==> config.mk <==
export PLATFORM = sky130hd
export DESIGN_NAME = mem_arbiter
export DESIGN_NICKNAME = d
export VERILOG_FILES = /design/src/rtl/mem_arbiter.sv
export SDC_FILE = /design/constraint.sdc
export NUM_CORES = 1
export LEC_CHECK = 0
export CAP_MARGIN = 5
export CORE_AREA = 2 2 160 162
export DETAILED_ROUTE_END_ITERATION = 7
export DIE_AREA = 0 0 162 164
export GPL_TIMING_DRIVEN = 0
export PLACE_DENSITY = 0.83
export SLEW_MARGIN = 15
export SYNTH_ARGS = -nofsm -noshare
export SYNTH_HDL_FRONTEND = slang
export SYNTH_SLANG_ARGS = --single-unit
==> constraint.sdc <==
create_clock -name clk_in -period 9.2 [get_ports clk_in]
set_input_delay 2.3 -clock clk_in [delete_from_list [all_inputs] [get_ports clk_in]]
set_output_delay 2.3 -clock clk_in [all_outputs]
set_load 0.02 [all_outputs]
==> src/rtl/mem_arbiter.sv <==
// Byte-serial sequencer for the shared RAM/IO port, arbitrating instruction fetch against load/store.
// Build option MEM_ARB_IO_STALL_EN: hold IO-region store bytes while io_buffer_full is high.
module mem_arbiter #(
    parameter int                ADDR_W     = 32,
    parameter int                STARVE_MAX = 2,
    parameter logic [ADDR_W-1:0] IO_BASE    = 32'h30000
) (
    input  logic              clk_in,
    input  logic              rst_in,
    input  logic              rdy_in,
    input  logic              clear_in,
    input  logic              if_req,
    input  logic [ADDR_W-1:0] if_addr,
    output logic              if_done,
    output logic [31:0]       if_data,
    input  logic              ls_req,
    input  logic              ls_wr,
    input  logic [1:0]        ls_size,
    input  logic [ADDR_W-1:0] ls_addr,
    input  logic [31:0]       ls_wdata,
    output logic              ls_done,
    output logic [31:0]       ls_rdata,
    input  logic [7:0]        mem_din,
    output logic [7:0]        mem_dout,
    output logic [ADDR_W-1:0] mem_a,
    output logic              mem_wr,
    input  logic              io_buffer_full
);
    localparam int SW = (STARVE_MAX < 1) ? 1 : $clog2(STARVE_MAX + 1);

    typedef enum logic [1:0] {IDLE, READ, WRITE} state_t;

    state_t            state_q, state_d;
    logic              owner_ls_q, owner_ls_d;
    logic [2:0]        len_q, len_d;
    logic [2:0]        cnt_q, cnt_d;
    logic [ADDR_W-1:0] base_q, base_d;
    logic [31:0]       wdata_q, wdata_d;
    logic [31:0]       buf_q, buf_d;
    logic [SW-1:0]     starve_q, starve_d;
    logic [ADDR_W-1:0] mem_a_q, mem_a_d;
    logic              mem_wr_q, mem_wr_d;
    logic [7:0]        mem_dout_q, mem_dout_d;
    logic              if_done_q, if_done_d;
    logic              ls_done_q, ls_done_d;
    logic [31:0]       if_data_q, if_data_d;
    logic [31:0]       ls_rdata_q, ls_rdata_d;

    logic [2:0]        size_len;
    logic [2:0]        issue_idx;
    logic [1:0]        cap_idx;
    logic              wr_try;
    logic              io_region;
    logic              stall;
    logic [ADDR_W-1:0] wr_addr;

    always_comb begin
        state_d    = state_q;
        owner_ls_d = owner_ls_q;
        len_d      = len_q;
        cnt_d      = cnt_q;
        base_d     = base_q;
        wdata_d    = wdata_q;
        buf_d      = buf_q;
        starve_d   = starve_q;
        mem_a_d    = mem_a_q;
        mem_wr_d   = mem_wr_q;
        mem_dout_d = mem_dout_q;
        if_done_d  = 1'b0;
        ls_done_d  = 1'b0;
        if_data_d  = if_data_q;
        ls_rdata_d = ls_rdata_q;
        size_len   = (ls_size == 2'd0) ? 3'd1 : (ls_size == 2'd1) ? 3'd2 : 3'd4;
        issue_idx  = cnt_q + 3'd1;
        cap_idx    = cnt_q[1:0] - 2'd1;
        wr_try     = 1'b0;
        io_region  = 1'b0;
        stall      = 1'b0;
        wr_addr    = '0;

        case (state_q)
            IDLE: begin
                mem_a_d    = '0;
                mem_wr_d   = 1'b0;
                mem_dout_d = '0;
                if (!clear_in && (ls_req || if_req)) begin
                    cnt_d = 3'd0;
                    buf_d = '0;
                    if (ls_req && !(if_req && starve_q == SW'(STARVE_MAX))) begin
                        owner_ls_d = 1'b1;
                        base_d     = ls_addr;
                        len_d      = size_len;
                        wdata_d    = ls_wdata;
                        if (if_req) starve_d = starve_q + SW'(1);
                        if (ls_wr) begin
                            state_d = WRITE;
                            wr_try  = 1'b1;
                        end else begin
                            state_d = READ;
                            mem_a_d = ls_addr;
                        end
                    end else begin
                        owner_ls_d = 1'b0;
                        base_d     = if_addr;
                        len_d      = 3'd4;
                        starve_d   = '0;
                        state_d    = READ;
                        mem_a_d    = if_addr;
                    end
                end
            end
            READ: begin
                mem_wr_d   = 1'b0;
                mem_dout_d = '0;
                if (clear_in) begin
                    state_d = IDLE;
                    mem_a_d = '0;
                    cnt_d   = 3'd0;
                end else begin
                    // cnt_q counts edges since grant: byte cnt_q+1 goes out, byte cnt_q-1 comes back
                    mem_a_d = (issue_idx < len_q) ? base_q + ADDR_W'(issue_idx) : '0;
                    if (cnt_q != 3'd0) buf_d[{cap_idx, 3'b000} +: 8] = mem_din;
                    cnt_d = issue_idx;
                    if (cnt_q == len_q) begin
                        state_d = IDLE;
                        mem_a_d = '0;
                        cnt_d   = 3'd0;
                        if (owner_ls_q) begin
                            ls_done_d  = 1'b1;
                            ls_rdata_d = buf_d;
                        end else begin
                            if_done_d = 1'b1;
                            if_data_d = buf_d;
                        end
                    end
                end
            end
            WRITE: begin
                if (cnt_q == len_q) begin
                    state_d    = IDLE;
                    ls_done_d  = 1'b1;
                    mem_a_d    = '0;
                    mem_wr_d   = 1'b0;
                    mem_dout_d = '0;
                    cnt_d      = 3'd0;
                end else begin
                    wr_try = 1'b1;
                end
            end
            default: state_d = IDLE;
        endcase

        // Store bytes are issued from here both at grant and while in WRITE; cnt counts bytes issued
        if (wr_try) begin
            wr_addr   = base_d + ADDR_W'(cnt_d);
            io_region = ((wr_addr & IO_BASE) == IO_BASE);
`ifdef MEM_ARB_IO_STALL_EN
            stall = io_region && io_buffer_full;
`else
            stall = 1'b0;
`endif
            if (stall) begin
                mem_a_d    = '0;
                mem_wr_d   = 1'b0;
                mem_dout_d = '0;
            end else begin
                mem_a_d    = wr_addr;
                mem_wr_d   = 1'b1;
                mem_dout_d = wdata_d[{cnt_d[1:0], 3'b000} +: 8];
                cnt_d      = cnt_d + 3'd1;
            end
        end
    end

`ifndef MEM_ARB_IO_STALL_EN
    logic unused_io;
    assign unused_io = io_region ^ io_buffer_full;
`endif

    always_ff @(posedge clk_in or posedge rst_in) begin
        if (rst_in) begin
            state_q    <= IDLE;
            owner_ls_q <= 1'b0;
            len_q      <= '0;
            cnt_q      <= '0;
            base_q     <= '0;
            wdata_q    <= '0;
            buf_q      <= '0;
            starve_q   <= '0;
            mem_a_q    <= '0;
            mem_wr_q   <= 1'b0;
            mem_dout_q <= '0;
            if_done_q  <= 1'b0;
            ls_done_q  <= 1'b0;
            if_data_q  <= '0;
            ls_rdata_q <= '0;
        end else if (rdy_in) begin
            state_q    <= state_d;
            owner_ls_q <= owner_ls_d;
            len_q      <= len_d;
            cnt_q      <= cnt_d;
            base_q     <= base_d;
            wdata_q    <= wdata_d;
            buf_q      <= buf_d;
            starve_q   <= starve_d;
            mem_a_q    <= mem_a_d;
            mem_wr_q   <= mem_wr_d;
            mem_dout_q <= mem_dout_d;
            if_done_q  <= if_done_d;
            ls_done_q  <= ls_done_d;
            if_data_q  <= if_data_d;
            ls_rdata_q <= ls_rdata_d;
        end
    end

    assign mem_a    = mem_a_q;
    assign mem_wr   = mem_wr_q;
    assign mem_dout = mem_dout_q;
    assign if_done  = if_done_q;
    assign ls_done  = ls_done_q;
    assign if_data  = if_data_q;
    assign ls_rdata = ls_rdata_q;
endmodule

==> flow_summary.yaml <==
floorplanning:
  dieArea_sq_mm: 0.0266
  start_util_pct: 49.1
  row_count: 58
  die_h_um: 164
  die_w_um: 162
  ios: 221
  core-area_sq_mm: 0.0248
worst_setup_path:
  startpoint: "if_req"
  slowest_delay_ps: 640
  critPathMostFrequentCell: "clkbuf_1"
  rrSetupSlack_ps: 2510
  reg2regPathDepth: 19
  regToRegEndpoint: "mem_a[31]"
  arrival_ps: 8600
  critPathSlowestCell: "clkbuf_1"
  crit_cells: 18
  critPathBufInv: 7
  crit_type: "in -> reg"
  endpoint: "mem_a[31]"
  worstPathRequired_ps: 9610
  path_cells: "clkdlybuf4s50_1 -> o21ba_4 -> buf_2 -> nand2_1 -> clkbuf_1 -> clkbuf_1 -> clkbuf_1 -> clkbuf_1 -> o21a_1 -> inv_1 -> ha_1 -> a21o_1 -> a21oi_1 -> a211oi_4 -> nand4_4 -> or4b_1 -> xnor2_1 -> a221o_1"
  cp_top_family: "buffers and inverters"
  worst_setup_path_start_kind: "input port"
  cp-end-kind: "flip-flop"
  cp_max_fo: 10
  worstReg2RegStart: "state_q[0]"
global_routing:
  grt_pass1_vias: 11256
  grt_usage_pct: 29.8
  antenna_found_initial: 0
  grt_pass1_wl_um: 62300
  grt_max_degree: 112
  grt_overflow_total: 0
cts:
  cts.clk_slew.worst_paths_ps: 70
  tritoncts: "done"
  root_buffer: "clkbuf_16"
  cts_resized: 0
  cts_max_level: 1
  clock_path_buffers: 3
  post_cts_buffers: 0
  cts_buffers: 23
  ctsHoldBuffers: 0
  clock-sinks: 214
  worstSkewPairLatency_ps: 530
job:
  maxCapViolCount: 0
place:
  portBuffers: 211
  place_area_sq_mm: 0.0148
  hpwl_um: 28800
  dp.cells: 1869
  routabilityCongestion: 0.938
worst_hold_path:
  worstHoldPathCells: 1
  min_path_type: "reg -> reg"
finish:
  area_growth_pct: 27.4
  layout_commonest_cell: "dfrtp_1"
  nets: 1701
  fin_area_sq_mm: 0.0155
  drive_above_1_share_pct: 6.64
  most-common-layout-cells: "dfrtp_1 (214), clkdlybuf4s50_1 (211), nand2_1 (155)"
  instances_no_fill: 1912
  fin_util_pct: 62.6
logic_synthesis:
  async_flop_share_pct: 100
  synth_seq_cells: 214
  synth_area_sq_mm: 0.0122
  synth_cell_types: 67
  synthFlopType: "dfrtp_1"
  synthCells: 1327
  syn-num-nets: 1464
  synth-edff-count: 0
  ys_seq_area_share_pct: 43.9
  synth_warnings: 0
  avgSynthCellArea_sq_um: 9.19
timing:
  rsz0062_at_grt: "false"
  fmax_mhz: 122
  setup_violations: 0
  min_period_ps: 8190
  fin_skew_ps: 20.5
  fin_crit_sh_pct: 89.0
  maxSlewViolCount: 0
  hold_viol: 0
  maxSlewHeadroom_pct: 15.7
  tightestPinTransition_ps: 1250
power:
  power_density_mw_per_mm2: 299
  ir_drop_v: 0.000144
  p_leak_uw: 0.00655
routing:
  wl_per_cell_um: 21.2
  vias_per_cell: 6.18
  drt_first_pass_iters: 7
  drc: 0
  vias: 11808
  ant_nets: 0
  routed_wirelength_um: 40500
  drtIter0Drc: 1294
status:
  outcome: "complete, no violations"
-- state kept, by name, indices dropped and copies added, names as in the netlist --
name / cells
starve_q: 2
owner_ls_q: 1
if_data: 32
mem_dout: 8
state_q: 2
cnt_q: 3
ls_done: 1
base_q: 32
if_done: 1
ls_rdata: 32
buf_q: 32
mem_wr: 1
wdata_q: 32
mem_a: 32
len_q: 3
-- logic make-up (layout without fill, tap and decap cells) --
group           after synthesis  count (layout)  share of synthesized area [%]
compound gates              415             415                           22.1
simple gates                408             408                           15.3
flops                       214             214                           43.9
buf+inv                     124             378                           4.24
mux                          79              79                           7.32
xor+xnor                     64              64                           4.60
fa+ha+maj                    23              23                           2.48
other cells                   0               1                              0
-- metal layers --
metal,GRT usage (%),share of wire (%)
met1,40.4,41
met2,48.3,46
met3,4.67,9.4
met4,11.4,3.8
met5,0,0
-- how the worst min path moves through the flow --
stage / start / slack, ps / end
detailed placement: if_done / 470 / if_done
global placement: if_done / 470 / if_done
finish: if_done / 480 / if_done
CTS: if_done / 480 / if_done
floorplan: len_q[0] / 460 / len_q[0]
global route: mem_dout[4] / 490 / mem_dout[4]
-- worst register-to-register path: cells and delay by family, from the launching register on --
family	cells	cell delay (ps)
AO/OA/AOI/OAI	5	1460
XOR/XNOR	1	160
adder cells (fa/ha/maj)	2	470
AND/OR/NAND/NOR	3	1160
flip-flops	1	410
buffers and inverters	8	2900
-- power breakdown --
group          internal (uW)  switching, uW
sequential              1280            260
clock                    559            393
combinational            908           1240
total                   2740           1900
-- cell type report --
class / instances / area (sq um)
antenna: 1 / 2.50
buffer: 102 / 434
clock buffer: 35 / 671
clock inverter: 7 / 88.8
fill: 2065 / 9290
inverter: 22 / 90.1
multi-input combinational: 989 / 6340
sequential: 214 / 5360
tap: 330 / 413
timing repair buffer: 212 / 2140
-- Yosys cell counts (all sizes together) (2+ instances only) --
cell     instances  share of area, %
dfrtp          214                44
nand2          156               4.8
a21oi          112               4.6
nor2           112               3.5
o21ai          100               4.1
clkbuf          88               2.7
nand3           67               2.8
a22oi           53               3.3
a22o            49               3.5
mux2            39               3.7
mux2i           39               3.4
xor2            36               2.6
xnor2           28               2.0
a21o            23               1.4
inv             22              0.68
ha              21               2.2
o221ai          21               1.5
a31oi           16              0.82
buf             14              0.85
nand4           14              0.89
nor3            13              0.63
o22ai           10              0.51
nor2b            8              0.41
nor4             7              0.48
and3             5              0.26
and4             5              0.36
nand2b           5              0.26
or3              5              0.26
and2             4              0.23
o211ai           4              0.25
o21a             4              0.25
a32o             3              0.25
nor4b            3              0.22
o31ai            3              0.18
a211o            2              0.14
a211oi           2              0.33
a221o            2              0.16
a221oi           2              0.14
a311oi           2              0.14
fa               2              0.33
o2111ai          2              0.14
-- per-stage QoR --
step / setup WS, ps / total power [uW] / hold slack (ps) / TNS [ps]
floorplan: 1050 / 2840 / 455 / 0
global placement: -1740 / 3580 / 467 / -368030
detailed placement: 709 / 3640 / 472 / 0
CTS: 1210 / 4600 / 482 / 0
global route: 857 / 4880 / 494 / 0
finish: 1010 / 4640 / 480 / 0
Note: power is estimated with default switching activity, not from simulation.
